===== src/rtl/cla_seq_wide_adder.sv =====
// cla_seq_wide_adder
//   Multi-cycle wide adder. A WIDTH-bit operand pair is split into N = WIDTH/CHUNK
//   slices. Each cycle one slice goes through a single CHUNK-bit carry-lookahead
//   stage, and the carry between slices is kept in a register. The result comes
//   back on a valid/ready handshake.
//
//   Parameters:
//     WIDTH - operand and sum width; must be a multiple of CHUNK and >= CHUNK
//     CHUNK - slice width added per cycle
//
//   Ports:
//     clk, rst_n     - clock (rising edge) and async active-low reset
//     in_valid       - A/B/Cin are valid
//     in_ready       - block can accept operands (decoded from state)
//     A, B, Cin      - operands and carry into bit 0
//     out_valid      - Sum/Cout hold a finished result
//     out_ready      - consumer takes the result
//     Sum, Cout      - registered A+B+Cin mod 2^WIDTH, carry out of bit WIDTH-1
//     busy           - high while adding or holding a result
//     Ovf            - two's-complement overflow, valid with out_valid
//                      (present only with CLA_SEQ_OVERFLOW_FLAG_EN defined)
//
//   Optional macro: CLA_SEQ_OVERFLOW_FLAG_EN adds the Ovf output.
//
//   state  | meaning
//   -------+--------------------------------------------------------------
//   S_IDLE | waiting for operands, in_ready=1
//   S_ADD  | one slice per cycle through the lookahead stage, N cycles
//   S_DONE | result held on Sum/Cout with out_valid=1 until out_ready

module cla_seq_wide_adder #(
  parameter int WIDTH = 16,
  parameter int CHUNK = 4
) (
  input  logic             clk,
  input  logic             rst_n,
  input  logic             in_valid,
  output logic             in_ready,
  input  logic [WIDTH-1:0] A,
  input  logic [WIDTH-1:0] B,
  input  logic             Cin,
  output logic             out_valid,
  input  logic             out_ready,
  output logic [WIDTH-1:0] Sum,
  output logic             Cout,
`ifdef CLA_SEQ_OVERFLOW_FLAG_EN
  output logic             Ovf,
`endif
  output logic             busy
);

  localparam int N    = WIDTH / CHUNK;
  localparam int IDXW = (N > 1) ? $clog2(N) : 1;
  localparam logic [IDXW-1:0] LAST_IDX = IDXW'(N - 1);

  if ((WIDTH % CHUNK != 0) || (WIDTH < CHUNK)) begin : g_bad_param
    $error("cla_seq_wide_adder: WIDTH (%0d) must be a non-zero multiple of CHUNK (%0d)",
           WIDTH, CHUNK);
  end

  typedef enum logic [1:0] {
    S_IDLE = 2'd0,
    S_ADD  = 2'd1,
    S_DONE = 2'd2
  } state_t;

  state_t           r_state;
  logic [WIDTH-1:0] r_a;
  logic [WIDTH-1:0] r_b;
  logic [WIDTH-1:0] r_sum;
  logic [IDXW-1:0]  r_idx;
  logic             r_carry;
  logic             r_cout;
  logic             r_out_valid;
`ifdef CLA_SEQ_OVERFLOW_FLAG_EN
  logic             r_ovf;
`endif

  logic [CHUNK-1:0] w_a_slc;
  logic [CHUNK-1:0] w_b_slc;
  logic [CHUNK-1:0] w_g;
  logic [CHUNK-1:0] w_p;
  logic [CHUNK:0]   w_c;
  logic [CHUNK-1:0] w_sum_slc;

  assign w_a_slc = r_a[int'(r_idx) * CHUNK +: CHUNK];
  assign w_b_slc = r_b[int'(r_idx) * CHUNK +: CHUNK];
  assign w_g     = w_a_slc & w_b_slc;
  assign w_p     = w_a_slc ^ w_b_slc;

  // Each carry is built as a flat sum of products:
  //   c(i+1) = g_i | p_i g_(i-1) | ... | p_i..p_0 c0
  // so no carry term depends on another computed carry.
  always_comb begin
    logic w_term;
    w_term = 1'b0;
    w_c    = '0;
    w_c[0] = r_carry;
    for (int i = 0; i < CHUNK; i++) begin
      w_term = r_carry;
      for (int k = 0; k <= i; k++) w_term = w_term & w_p[k];
      w_c[i+1] = w_term;
      for (int j = 0; j <= i; j++) begin
        w_term = w_g[j];
        for (int k = j + 1; k <= i; k++) w_term = w_term & w_p[k];
        w_c[i+1] = w_c[i+1] | w_term;
      end
    end
  end

  assign w_sum_slc = w_p ^ w_c[CHUNK-1:0];

  always_ff @(posedge clk or negedge rst_n) begin
    if (!rst_n) begin
      r_state     <= S_IDLE;
      r_a         <= '0;
      r_b         <= '0;
      r_sum       <= '0;
      r_idx       <= '0;
      r_carry     <= 1'b0;
      r_cout      <= 1'b0;
      r_out_valid <= 1'b0;
`ifdef CLA_SEQ_OVERFLOW_FLAG_EN
      r_ovf       <= 1'b0;
`endif
    end else begin
      case (r_state)
        S_IDLE: begin
          if (in_valid) begin
            r_a     <= A;
            r_b     <= B;
            r_carry <= Cin;
            r_idx   <= '0;
            r_state <= S_ADD;
          end
        end
        S_ADD: begin
          r_sum[int'(r_idx) * CHUNK +: CHUNK] <= w_sum_slc;
          r_carry <= w_c[CHUNK];
          r_idx   <= r_idx + IDXW'(1);
          if (r_idx == LAST_IDX) begin
            r_cout      <= w_c[CHUNK];
`ifdef CLA_SEQ_OVERFLOW_FLAG_EN
            // carry into the MSB differs from carry out of it -> signed overflow
            r_ovf       <= w_c[CHUNK] ^ w_c[CHUNK-1];
`endif
            r_idx       <= '0;
            r_out_valid <= 1'b1;
            r_state     <= S_DONE;
          end
        end
        S_DONE: begin
          if (out_ready) begin
            r_out_valid <= 1'b0;
            r_state     <= S_IDLE;
          end
        end
        default: begin
          r_out_valid <= 1'b0;
          r_state     <= S_IDLE;
        end
      endcase
    end
  end

  assign in_ready  = (r_state == S_IDLE);
  assign busy      = (r_state != S_IDLE);
  assign out_valid = r_out_valid;
  assign Sum       = r_sum;
  assign Cout      = r_cout;
`ifdef CLA_SEQ_OVERFLOW_FLAG_EN
  assign Ovf       = r_ovf;
`endif

endmodule


===== config.mk =====
export PLATFORM = sky130hd
export DESIGN_NAME = cla_seq_wide_adder
export DESIGN_NICKNAME = d
export VERILOG_FILES = /design/src/rtl/cla_seq_wide_adder.sv
export SDC_FILE = /design/constraint.sdc
export NUM_CORES = 1
export LEC_CHECK = 0
export CAP_MARGIN = 20
export CELL_PAD_IN_SITES_DETAIL_PLACEMENT = 1
export CELL_PAD_IN_SITES_GLOBAL_PLACEMENT = 2
export CORE_ASPECT_RATIO = 0.7
export CORE_MARGIN = 5
export CORE_UTILIZATION = 30
export DETAILED_ROUTE_END_ITERATION = 12
export MAX_ROUTING_LAYER = met4
export PLACE_DENSITY = 0.76
export SLEW_MARGIN = 20
export SYNTH_ARGS = -nofsm -noshare
export SYNTH_HDL_FRONTEND = slang
export SYNTH_SLANG_ARGS = --single-unit

===== constraint.sdc =====
create_clock -name clk -period 3.1 [get_ports clk]
set_input_delay 0.62 -clock clk [delete_from_list [all_inputs] [get_ports clk]]
set_output_delay 0.62 -clock clk [all_outputs]
set_load 0.03 [all_outputs]

==> results.md, run 1 <==
Floorplanning:
- The die extent in x is around 120 um.
- Measured along the y axis, the die boundary spans 90.1 um.
- The overall die area is about 11000 um^2.
- The floorplan step defined a core boundary enclosing about 9000 um^2.
- The initialized floorplan defines 29 standard-cell rows.
- The initial standard-cell utilization of the core is 0.305.
- 57 I/O pins were placed.

Drt:
- After detailed routing, the number of vias per cell comes to around 4.6.
- The first routing iteration left 74 violations.
- Summed over all layers, the routed wires come to about 6.4 mm.
- For this block, the via count after detailed routing is approximately 1700.
- For this run, design rule violations remaining after detail routing come to 0.
- The number of antenna-violating nets in the routed design is 0.
- Before antenna repair, the detailed router went through 4 iterations.
- The wire length per cell is about 17 um.

Global route:
- The total routing resource utilization after global routing is 0.124.
- The first-pass GRT wire length is around 11 mm.
- The initial antenna violation count is 0.
- The via count of the first global-routing pass came to roughly 2000.
- Entering global routing, the biggest net connects 33 pins.
- The final global-route overflow total is 0.

Pwr:
- The leakage dissipation is around 1.6 nW.
- The power density relative to cell area is ~1200 nW/um^2.
- The overall power is about 4.3 mW.
- The worst-case vdd ir drop is around 0.44 mV.

Placed design:
- During placement, the flow inserted port buffers numbering 56.
- The worst slack after detailed placement is just under 400 ps.
- Counting tap cells, the placed design contains a total of between 300 and 400 instances.
- Summed over all nets, the half-perimeter wirelength after detailed placement is a little over 5 mm.
- The congestion estimate from routability-driven global placement came to ~0.74.

Finish:
- The layout overhead on the synthesized area is 31.9%.
- The proportion of layout cells with a drive suffix above 1 is 0.216.
- The post-layout net count is slightly above 300.
- The multi-input combinational cells in the finished layout cover a total of roughly 1300 um^2.
- In the layout the commonest cells are dfrtp_1 (55), clkdlybuf4s50_1 (55), mux2_4 (28).
- The count of cells in the finished layout, fillers not included, comes to 379.
- The footprint of the flip-flops and latches is around 1400 um^2.
- The number of diodes is 0.
- Fill cells in the final layout number a little under 1000.

STA:
- Setup repair after global routing left no endpoint under its margin.
- In the finished design, the share of the clock period the worst path needs comes to 0.867.
- Setup violations remaining at the end of the flow were counted as 0.
- The number of max-slew violations in the final report is 0.
- The post-layout minimum cycle time is roughly 2700 ps.
- The least setup slack across all paths after layout is between 400 and 500 ps.
- Across the routed clock network, the largest skew measured is 6.37 ps.
- The slew at the pin closest to its max-slew limit is just over 500 ps.
- The count of endpoints failing hold in the final timing report is 0.
- The upper clock frequency limit is around 370 MHz.
- The sum of negative setup slack is 0 ps.
- The worst-case headroom to the max-slew limit is 0.652.

Clocking:
- TritonCTS built the clock tree.
- The maximum level of the CTS H-tree is 2.
- The sink count of the clock tree is 55.
- The cell chosen for the clock root is clkbuf_16.
- The clock network latency to the later pin of the worst-skew pair is 290 ps.
- The clock-pin slew on the worst setup and hold paths is 70 ps.
- In this run, post-CTS repair resized a total of 0 instances.
- The maximum root-to-sink buffer count is 2.
- Counting the buffers created by CTS gives 5.
- Buffers added to address setup during post-CTS repair amount to 0.
- For this design, the CTS-stage hold fixing added 0 buffers.

Flow run:
- Across the run, the number of max-cap violations was 0.

Setup path:
- The startpoint type of the worst setup path is a register.
- The worst setup path category is register to register.
- The count of cells along the worst register-to-register path is 6.
- STA puts the critical path data arrival time at 2860 ps.
- In this run the worst path has a maximum fanout of 11.
- The data required time of the worst path is approximately 3300 ps.
- STA classifies the critical path endpoint as a register.

Synth:
- Each instance of the synthesized netlist takes up on average around 14 um^2.
- The number of warning messages in the yosys log is 0.
- The number of synthesized flops with an enable pin is 0.
- The cell area that synthesis handed to floorplanning was around 2700 um^2.
- The share of the Yosys chip area taken by registers is 0.501.
- The number of nets produced by synthesis is between 200 and 250.
- Synthesis inferred between 50 and 60 register bits.
- After technology mapping, the gate count stands at 196.
- In this run, distinct cell masters in the synthesized netlist total 42.
- The most used flip-flop cell after synthesis is dfrtp_1.
- Of all flip-flops after synthesis, the portion carrying an async set or reset was 1.00.

Min path:
- The min-delay analysis places its worst path in the category primary input to async pin.

Status:
- The run finished with clean final reports.
-- registers in the layout, indices dropped and copies added (netlist names) --
register   cells
r_carry        1
Sum           16
r_a           16
r_state        2
r_idx          2
Cout           1
out_valid      1
r_b           16
-- final timing paths --
path / end / slack (ps) / from
hold / removal: r_a[2]$_DFFE_PN0P_ / 300 / rst_n
hold reg to reg: Sum[4]$_DFFE_PN0P_ / 490 / Sum[4]$_DFFE_PN0P_
setup / recovery: r_carry$_DFFE_PN0P_ / 410 / r_idx[0]$_DFFE_PN0P_
setup reg to reg: r_carry$_DFFE_PN0P_ / 410 / r_idx[0]$_DFFE_PN0P_
max in group asynchronous: r_idx[0]$_DFFE_PN0P_ / 1990 / rst_n
min in group clk: Sum[4]$_DFFE_PN0P_ / 490 / Sum[4]$_DFFE_PN0P_
-- final cells by class --
class | instances | area share
Sequential cell | 55 | 0.380
Multi-Input combinational cell | 126 | 0.354
Timing Repair Buffer | 60 | 0.165
Tap cell | 124 | 0.0428
Clock buffer | 6 | 0.0356
Clock inverter | 2 | 0.0166
Inverter | 6 | 0.00622
-- critical path, cell delays in order, from the launching register on --
cell	delay [ps]
dfrtp_1	580
mux4_2	570
ha_1	310
ha_1	200
o211a_1	260
o21a_1	290
a221o_1	370
-- power by group --
group          total (mW)  internal (mW)  switching, mW
clock network       0.709          0.463          0.245
registers            1.34           1.05          0.287
logic                2.26           1.12           1.14
-- cell families after synthesis --
kind of cell | Yosys count | share of synthesized area
XOR/XNOR | 1 | 0.00319
AO/OA/AOI/OAI | 32 | 0.0820
AND/OR/NAND/NOR | 41 | 0.0888
buffers and inverters | 15 | 0.0328
multiplexers | 40 | 0.235
adder cells (fa/ha/maj) | 12 | 0.0574
flip-flops | 55 | 0.501
-- metrics by stage --
stage	utilization	instance area, um^2	hold WS, ps
finish	0.403	3620	299
global route	0.403	3620	348
CTS	0.403	3620	323
detailed placement	0.382	3430	481
global placement	0.382	3430	472
floorplan	-	2750	324
-- Yosys cell counts, types with 3 or more instances --
master / instances / share of area
o21ai_1: 4 / 0.0073
ha_1: 11 / 0.050
nand3b_1: 4 / 0.011
buf_2: 3 / 0.0055
mux2_1: 4 / 0.016
o21ai_0: 7 / 0.013
dfrtp_1: 55 / 0.50
mux4_2: 8 / 0.066
o31ai_1: 5 / 0.014
a22o_1: 3 / 0.0096
nor2_1: 3 / 0.0041
inv_1: 6 / 0.0082
nand2_1: 19 / 0.026
buf_6: 4 / 0.016
mux2_4: 28 / 0.15
-- routing by layer --
layer  vias up  GRT usage  part of all wire  routed length, um
met5         -          -                 0                  0
met4         0     0.0265            0.0066                 42
met3         6     0.0367             0.048                308
met2        43      0.161              0.38               2460
met1       862      0.189              0.56               3580
li1        825          -                 -                  -
No activity file was read; power rests on OpenSTA's default activity.
==> inputs of run 2 (changes only) <==
clock period = 3.3 ns   (was 3.1 ns; I/O delays follow)
==> results.md, run 2 (same netlist as run 1, synthesis figures left out) <==
Status:
- The run finished with clean final reports.

Clocking:
- Post-CTS timing repair inserted 0 buffers for setup.
- Counting along the longest clock path gives a buffer depth of 2.
- The later pin in the worst-skew pair is clocked with a latency of about 290 ps.
- Counting every sink on the clock net gives 55.
- The count of hold-fix buffers inserted at cts is 0.
- The cell chosen for the clock root is clkbuf_16.
- TritonCTS built the clock tree.
- The number of clock buffers added by TritonCTS is 5.
- The maximum level of the CTS H-tree is 2.
- Gates resized during post-CTS repair numbered 0.
- The clock-pin slew on the worst setup and hold paths is ~70 ps.

Pwr:
- In this run the static leakage power is around 1.6 nW.
- VDD sags by at most slightly above 0.4 mV.
- Power spread over the standard cell area amounts to between 1000 and 1500 nW/um^2.

Drt:
- In the routed design, unresolved DRC markers number 0.
- For this block, the via count after detailed routing is around 1800.
- After the first detailed-routing iteration, the DRC count stood at 59.
- The average vias per placed instance is between 4 and 5.
- The total routed wirelength is about 6.6 mm.
- After detailed routing, the average wire length per cell comes to approximately 18 um.
- The count of TritonRoute iterations in the first routing pass is 4.
- In this run the remaining antenna-violating nets after routing total 0.

Placed design:
- The congestion estimate from routability-driven global placement came to between 0.7 and 0.8.
- In this run, placement finished with an instance count of between 300 and 400.
- Input and output buffers added on the ports amount to 56.
- The HPWL after detailed placement is approximately 5.3 mm.

Setup path:
- The signal on the critical path passes through mux4_2, ha_1, ha_1, o211a_1, a211oi_1, a32o_1.
- The most common cell type on the critical path is ha_1.
- The startpoint type of the worst setup path is a register.
- Among all stages on the critical path, the largest delay is contributed by dfrtp_1.
- The data required time of the worst path is ~3500 ps.
- By startpoint and endpoint, the worst setup path is classified as register to register.
- The critical path data arrival time is between 2000 and 3000 ps.
- The endpoint type of the worst setup path is a register.
- The critical-path maximum fanout is 11.
- The number of cells on the worst reg-to-reg path is 6.
- On the worst path, the slowest cell contributes a delay of 580 ps.

Floorplanning:
- The initial standard-cell utilization of the core is 0.305.
- The die covers around 11000 um^2.
- From bottom edge to top edge, the die measures roughly 90 um.
- The count of standard-cell rows is 29.
- 57 I/O pins were placed.
- The total area inside the core boundary comes to roughly 9000 um^2.
- Measured along the x axis, the die boundary spans between 100 and 150 um.

Finish:
- The number of diodes is 0.
- The top cell types in the final layout, fill and taps aside, are dfrtp_1 (55), clkdlybuf4s50_1 (55), mux2_4 (28).
- Of the cells placed in the final design, the portion with a size suffix greater than 1 is 0.217.
- In the final design database the tool counted 303 nets.
- For this run, the number of standard cells in the final layout without fillers is 378.
- Compared with the post-synthesis result, the final layout area differs by 30.2%.
- Counting the fill cells in the layout gives between 900 and 1000.
- The area occupied by multi-input gates is 1280 um^2.
- The footprint of the flip-flops and latches is approximately 1400 um^2.

STA:
- The count of final setup violators is 0.
- The number of max-slew violations in the final report is 0.
- The post-layout minimum cycle time is 2710 ps.
- The share of the cycle needed by the critical path after routing is 0.821.
- The count of endpoints failing hold in the final timing report is 0.
- Measured against its own limit, the worst slew margin works out to 0.473.
- The upper clock frequency limit is around 370 MHz.
- Setup repair after global routing left no endpoint under its margin.
- Across the routed clock network, the largest skew measured is 5.72 ps.
- The sum of negative setup slack is 0 ps.
- The slew at the pin closest to its max-slew limit is 791 ps.

Global route:
- The total routing resource utilization after global routing is 0.125.
- Summed over all layers, the global routing overflow is 0.
- The initial antenna violation count came to 0.
- The via count of the first global-routing pass is between 1500 and 2000.
- The maximum number of pins on one net before global-route repair is 36.
- The first global-routing pass estimated between 10 and 15 mm of wire.

Flow run:
- The number of max-capacitance violations reported is 0.

Min path:
- The type of the worst min-delay path is primary input to async pin.
-- run 2: cell types whose count changed in the layout (fill, tap and decap cells not counted), sizes merged --
| cell | delta |
|---|---|
| bufinv | -2 |
| clkinv | +1 |
-- run 2: per-stage QoR --
step / worst slack, ps / total power, mW / area [um^2] / hold WS [ps] / utilization
floorplan: 645 / 2.73 / 2750 / 364 / -
global placement: 670 / 3.36 / 3430 / 468 / 0.382
detailed placement: 558 / 3.44 / 3430 / 481 / 0.382
CTS: 547 / 3.97 / 3580 / 484 / 0.398
global route: 420 / 4.19 / 3580 / 523 / 0.398
finish: 589 / 3.91 / 3580 / 453 / 0.398
-- run 2: power breakdown --
group	switching (mW)	internal [mW]	leakage, nW
registers	0.294	0.991	0.679
clock network	0.227	0.297	0.0727
logic	1.06	1.05	0.798
-- run 2: layout make-up --
type / instances / area share
tap: 124 / 0.0434
clock inverter: 1 / 0.00140
timing repair buffer: 60 / 0.167
multi-input combinational: 126 / 0.358
inverter: 6 / 0.00629
sequential: 55 / 0.385
clock buffer: 6 / 0.0388
-- run 2: per-layer routing --
metal | wire (um) | vias up | global-route usage
met2 | 2660 | 49 | 0.171
met4 | 65 | 0 | 0.0310
met3 | 317 | 8 | 0.0355
met1 | 3580 | 868 | 0.182
met5 | 0 | - | -
li1 | - | 826 | -
-- run 2: worst max-delay path, delay by kind of cell (launching register included) --
kind,cells,cell delay (ps)
compound gates,3,1000
flops,1,580
mux,1,570
fa+ha+maj,2,500
-- run 2: path summary, 6_finish.rpt --
path                                      start                   to  slack (ps)
max                        r_idx[0]$_DFFE_PN0P_  Sum[14]$_DFFE_PN0P_         590
min                                       rst_n   r_a[6]$_DFFE_PN0P_         450
max reg2reg                r_idx[0]$_DFFE_PN0P_  Sum[14]$_DFFE_PN0P_         590
min reg2reg                  Sum[9]$_DFFE_PN0P_   Sum[9]$_DFFE_PN0P_         490
max in group asynchronous                 rst_n  r_b[11]$_DFFE_PN0P_        2180
min in group clk             Sum[9]$_DFFE_PN0P_   Sum[9]$_DFFE_PN0P_         490
==> inputs of run 3 (changes only) <==
clock period = 2.5 ns   (was 3.3 ns; I/O delays follow)
==> results.md, run 3 (same netlist as run 1, synthesis figures left out) <==
Pwr:
- The share of power burned in the clock network is 0.157.
- The worst-case vdd ir drop is between 0.6 and 0.7 mV.
- The part of the power in combinational logic is 0.558.
- For this design the total switching power over the nets is between 2 and 2.5 mW.
- The switching share of power is 0.383.
- The power density relative to cell area is 1540 nW/um^2.
- The leakage dissipation is ~1.6 nW.
- Of the total power, registers draw 0.285.
- The internal cell power is between 3 and 4 mW.

Drt:
- The DRC violations left is 0.
- The number of antenna-violating nets in the routed design is 0.
- For this block, the routed nets add up to roughly 6.4 mm of wire.
- In this run, the number of DRC markers left after iteration 0 of detailed routing was 65.
- The routed via count is 1800.
- The first detailed-routing pass took 4 iterations.
- After detailed routing, the average wire length per cell comes to 16.5 um.
- Using the TritonRoute via totals, the vias-per-cell ratio works out to around 4.6.

Placed design:
- During placement, the flow inserted port buffers numbering 56.
- The HPWL after detailed placement is 5.01 mm.
- Routability-driven placement finished with a final weighted congestion of 0.778.
- In this run the cell area measured after placement is 3490 um^2.

Clocking:
- Counting the buffers created by CTS gives 5.
- The maximum root-to-sink buffer count is 2.
- In this run the clock root is driven by a clkbuf_16.
- The clock tree from TritonCTS is yes.
- In this run, post-CTS hold repair placed 0 buffers.
- The tree built by TritonCTS fans out to 55 sinks.
- Clock-pin slew was measured on the worst setup and hold paths at 80 ps.
- The clock network latency to the later pin of the worst-skew pair is around 300 ps.
- The number of setup buffers added after CTS is 0.
- The clock tree synthesis step divided the H-tree into 2 levels.

Setup path:
- The number of buffers and inverters on the critical path is 1.
- The endpoint of the worst setup timing path is Sum[3]$_DFFE_PN0P_.
- The startpoint type of the worst setup path is a register.
- The endpoint type of the worst setup path is a register.
- The critical path data arrival time is between 2000 and 3000 ps.
- The critical path's top delay family is compound AO/OA/AOI/OAI gates.
- By startpoint and endpoint, the worst setup path is classified as register to register.
- The worst register-to-register path ends at Sum[3]$_DFFE_PN0P_.
- For the worst flop-to-flop path, the logic depth is 7.
- The source of the critical timing path is r_idx[0]$_DFFE_PN0P_.
- The most common cell type on the critical path is ha_1.
- The reg2reg setup slack is ~100 ps.
- The cell type of the slowest stage on the worst timing path is mux4_2.
- Of all nets on the critical path, the largest fanout is 4.
- The largest single stage delay on the critical path is approximately 520 ps.
- The signal on the critical path passes through mux4_2, ha_1, ha_1, o211a_1, o21a_1, buf_4, o31ai_2.
- The cell depth of the worst setup path is 7.
- In this run the critical register-to-register path is launched from r_idx[0]$_DFFE_PN0P_.
- For the worst setup path, the data required time is 2710 ps.

STA:
- The worst clock skew is roughly 9.5 ps.
- The slew at the pin closest to its max-slew limit is between 400 and 500 ps.
- The upper clock frequency limit is around 420 MHz.
- The share of the cycle needed by the critical path after routing is 0.958.
- The number of max-slew violations in the final report was 0.
- The count of endpoints failing hold in the final timing report is 0.
- The sum of negative setup slack is 0 ps.
- Setup violations remaining at the end of the flow were counted as 0.
- The smallest hold slack is approximately 180 ps.
- Setup repair after global routing left no endpoint under its margin.
- The post-layout minimum cycle time is 2400 ps.
- The worst pin sits at a relative slew slack of 0.712.

Finish:
- 0 antenna diodes ended up in the layout.
- Compared with the post-synthesis result, the final layout area differs by 34.3%.
- Once layout is done, the placed cells without fillers occupy approximately 3700 um^2.
- Leaving out fill and tap cells, the most frequent cell in the layout is clkdlybuf4s50_1.
- The proportion of layout cells with a drive suffix above 1 is 0.254.
- Counting the fill cells in the layout gives just under 1000.
- The final layout contains 312 nets.
- Leaving out fill and tap cells, the most frequent cells in the layout are clkdlybuf4s50_1 (55), dfrtp_1 (54), mux2_4 (28).
- At the end of the flow the core is filled with cells to 0.410.

Floorplanning:
- The number of ports placed on the die boundary is 57.
- For this configuration, the core starts out at a cell density of 0.305.
- The die covers between 10000 and 15000 um^2.
- The count of standard-cell rows is 29.
- The floorplan step defined a core boundary enclosing 9000 um^2.
- The floorplan step set the die height to 90.1 um.
- From left edge to right edge, the die measures between 100 and 150 um.

Global route:
- The first global-routing pass estimated approximately 11 mm of wire.
- Summed over all layers, the global routing overflow is 0.
- The maximum number of pins on one net before global-route repair is 35.
- The via count of the first global-routing pass is between 1500 and 2000.
- The initial antenna violation count is 0.
- The total routing resource utilization after global routing is 0.122.

Min path:
- The worst hold path belongs to the class primary input to async pin.

Flow run:
- Across the run, the number of max-cap violations was 0.

Status:
- The run finished with clean final reports.
-- run 3: cell types whose count changed in the layout (fill, tap and decap cells not counted), sizes merged --
cell    delta
buf        +9
bufinv     +2
clkinv     -1
-- run 3: worst min path at each step --
stage | startpoint | endpoint | slack (ps) | cells after the start
3_3_place_gp | Sum[4]$_DFFE_PN0P_ | Sum[4]$_DFFE_PN0P_ | 470 | 2
3_5_place_dp | Sum[11]$_DFFE_PN0P_ | Sum[11]$_DFFE_PN0P_ | 480 | 2
4_1_cts | rst_n | Sum[4]$_DFFE_PN0P_ | 190 | 2
2_1_floorplan | rst_n | Cout$_DFFE_PN0P_ | 200 | 0
5_1_grt | rst_n | Sum[11]$_DFFE_PN0P_ | 210 | 2
6_report | rst_n | Sum[2]$_DFFE_PN0P_ | 180 | 2
-- run 3: per-layer routing --
metal	wire length [um]	track usage	vias to the layer above
li1	-	-	848
met1	3520	0.184	900
met2	2610	0.165	44
met3	225	0.0308	8
met4	54	0.0219	0
met5	0	-	-
-- run 3: metrics by stage --
stage / worst slack [ps] / total power, mW / std cells
floorplan: 0.427 / 3.62 / 196
CTS: 36.3 / 5.71 / 388
detailed placement: 18.0 / 4.78 / 380
global placement: 105 / 4.70 / 380
global route: 8.81 / 6.05 / 388
finish: 104 / 5.68 / 388
-- run 3: final cells by class --
type | count | area (um^2) | share of cell area
sequential | 55 | 1380 | 0.373
tap | 124 | 155 | 0.0420
multi-input combinational | 126 | 1290 | 0.350
clock buffer | 6 | 129 | 0.0349
inverter | 6 | 22.5 | 0.00610
clock inverter | 2 | 60.1 | 0.0163
timing repair buffer | 69 | 653 | 0.177
-- run 3: repair_timing --
| item | in CTS | in global routing |
|---|---|---|
| pin swaps | 0 | 1 |
| endpoints found under the hold margin | 0 | 0 |
| setup endpoints to repair | 1 | 5 |
| gates resized for setup | 1 | 2 |
-- run 3: power by group through the flow --
stage / Combinational, mW / Sequential [mW] / Clock [mW]
final: 3.17 / 1.62 / 0.892
after global routing: 3.43 / 1.68 / 0.939
after CTS: 3.19 / 1.62 / 0.904
after detailed placement: 3.15 / 1.63 / 0
after global placement: 3.08 / 1.62 / 0
after floorplan: 1.91 / 1.71 / 0
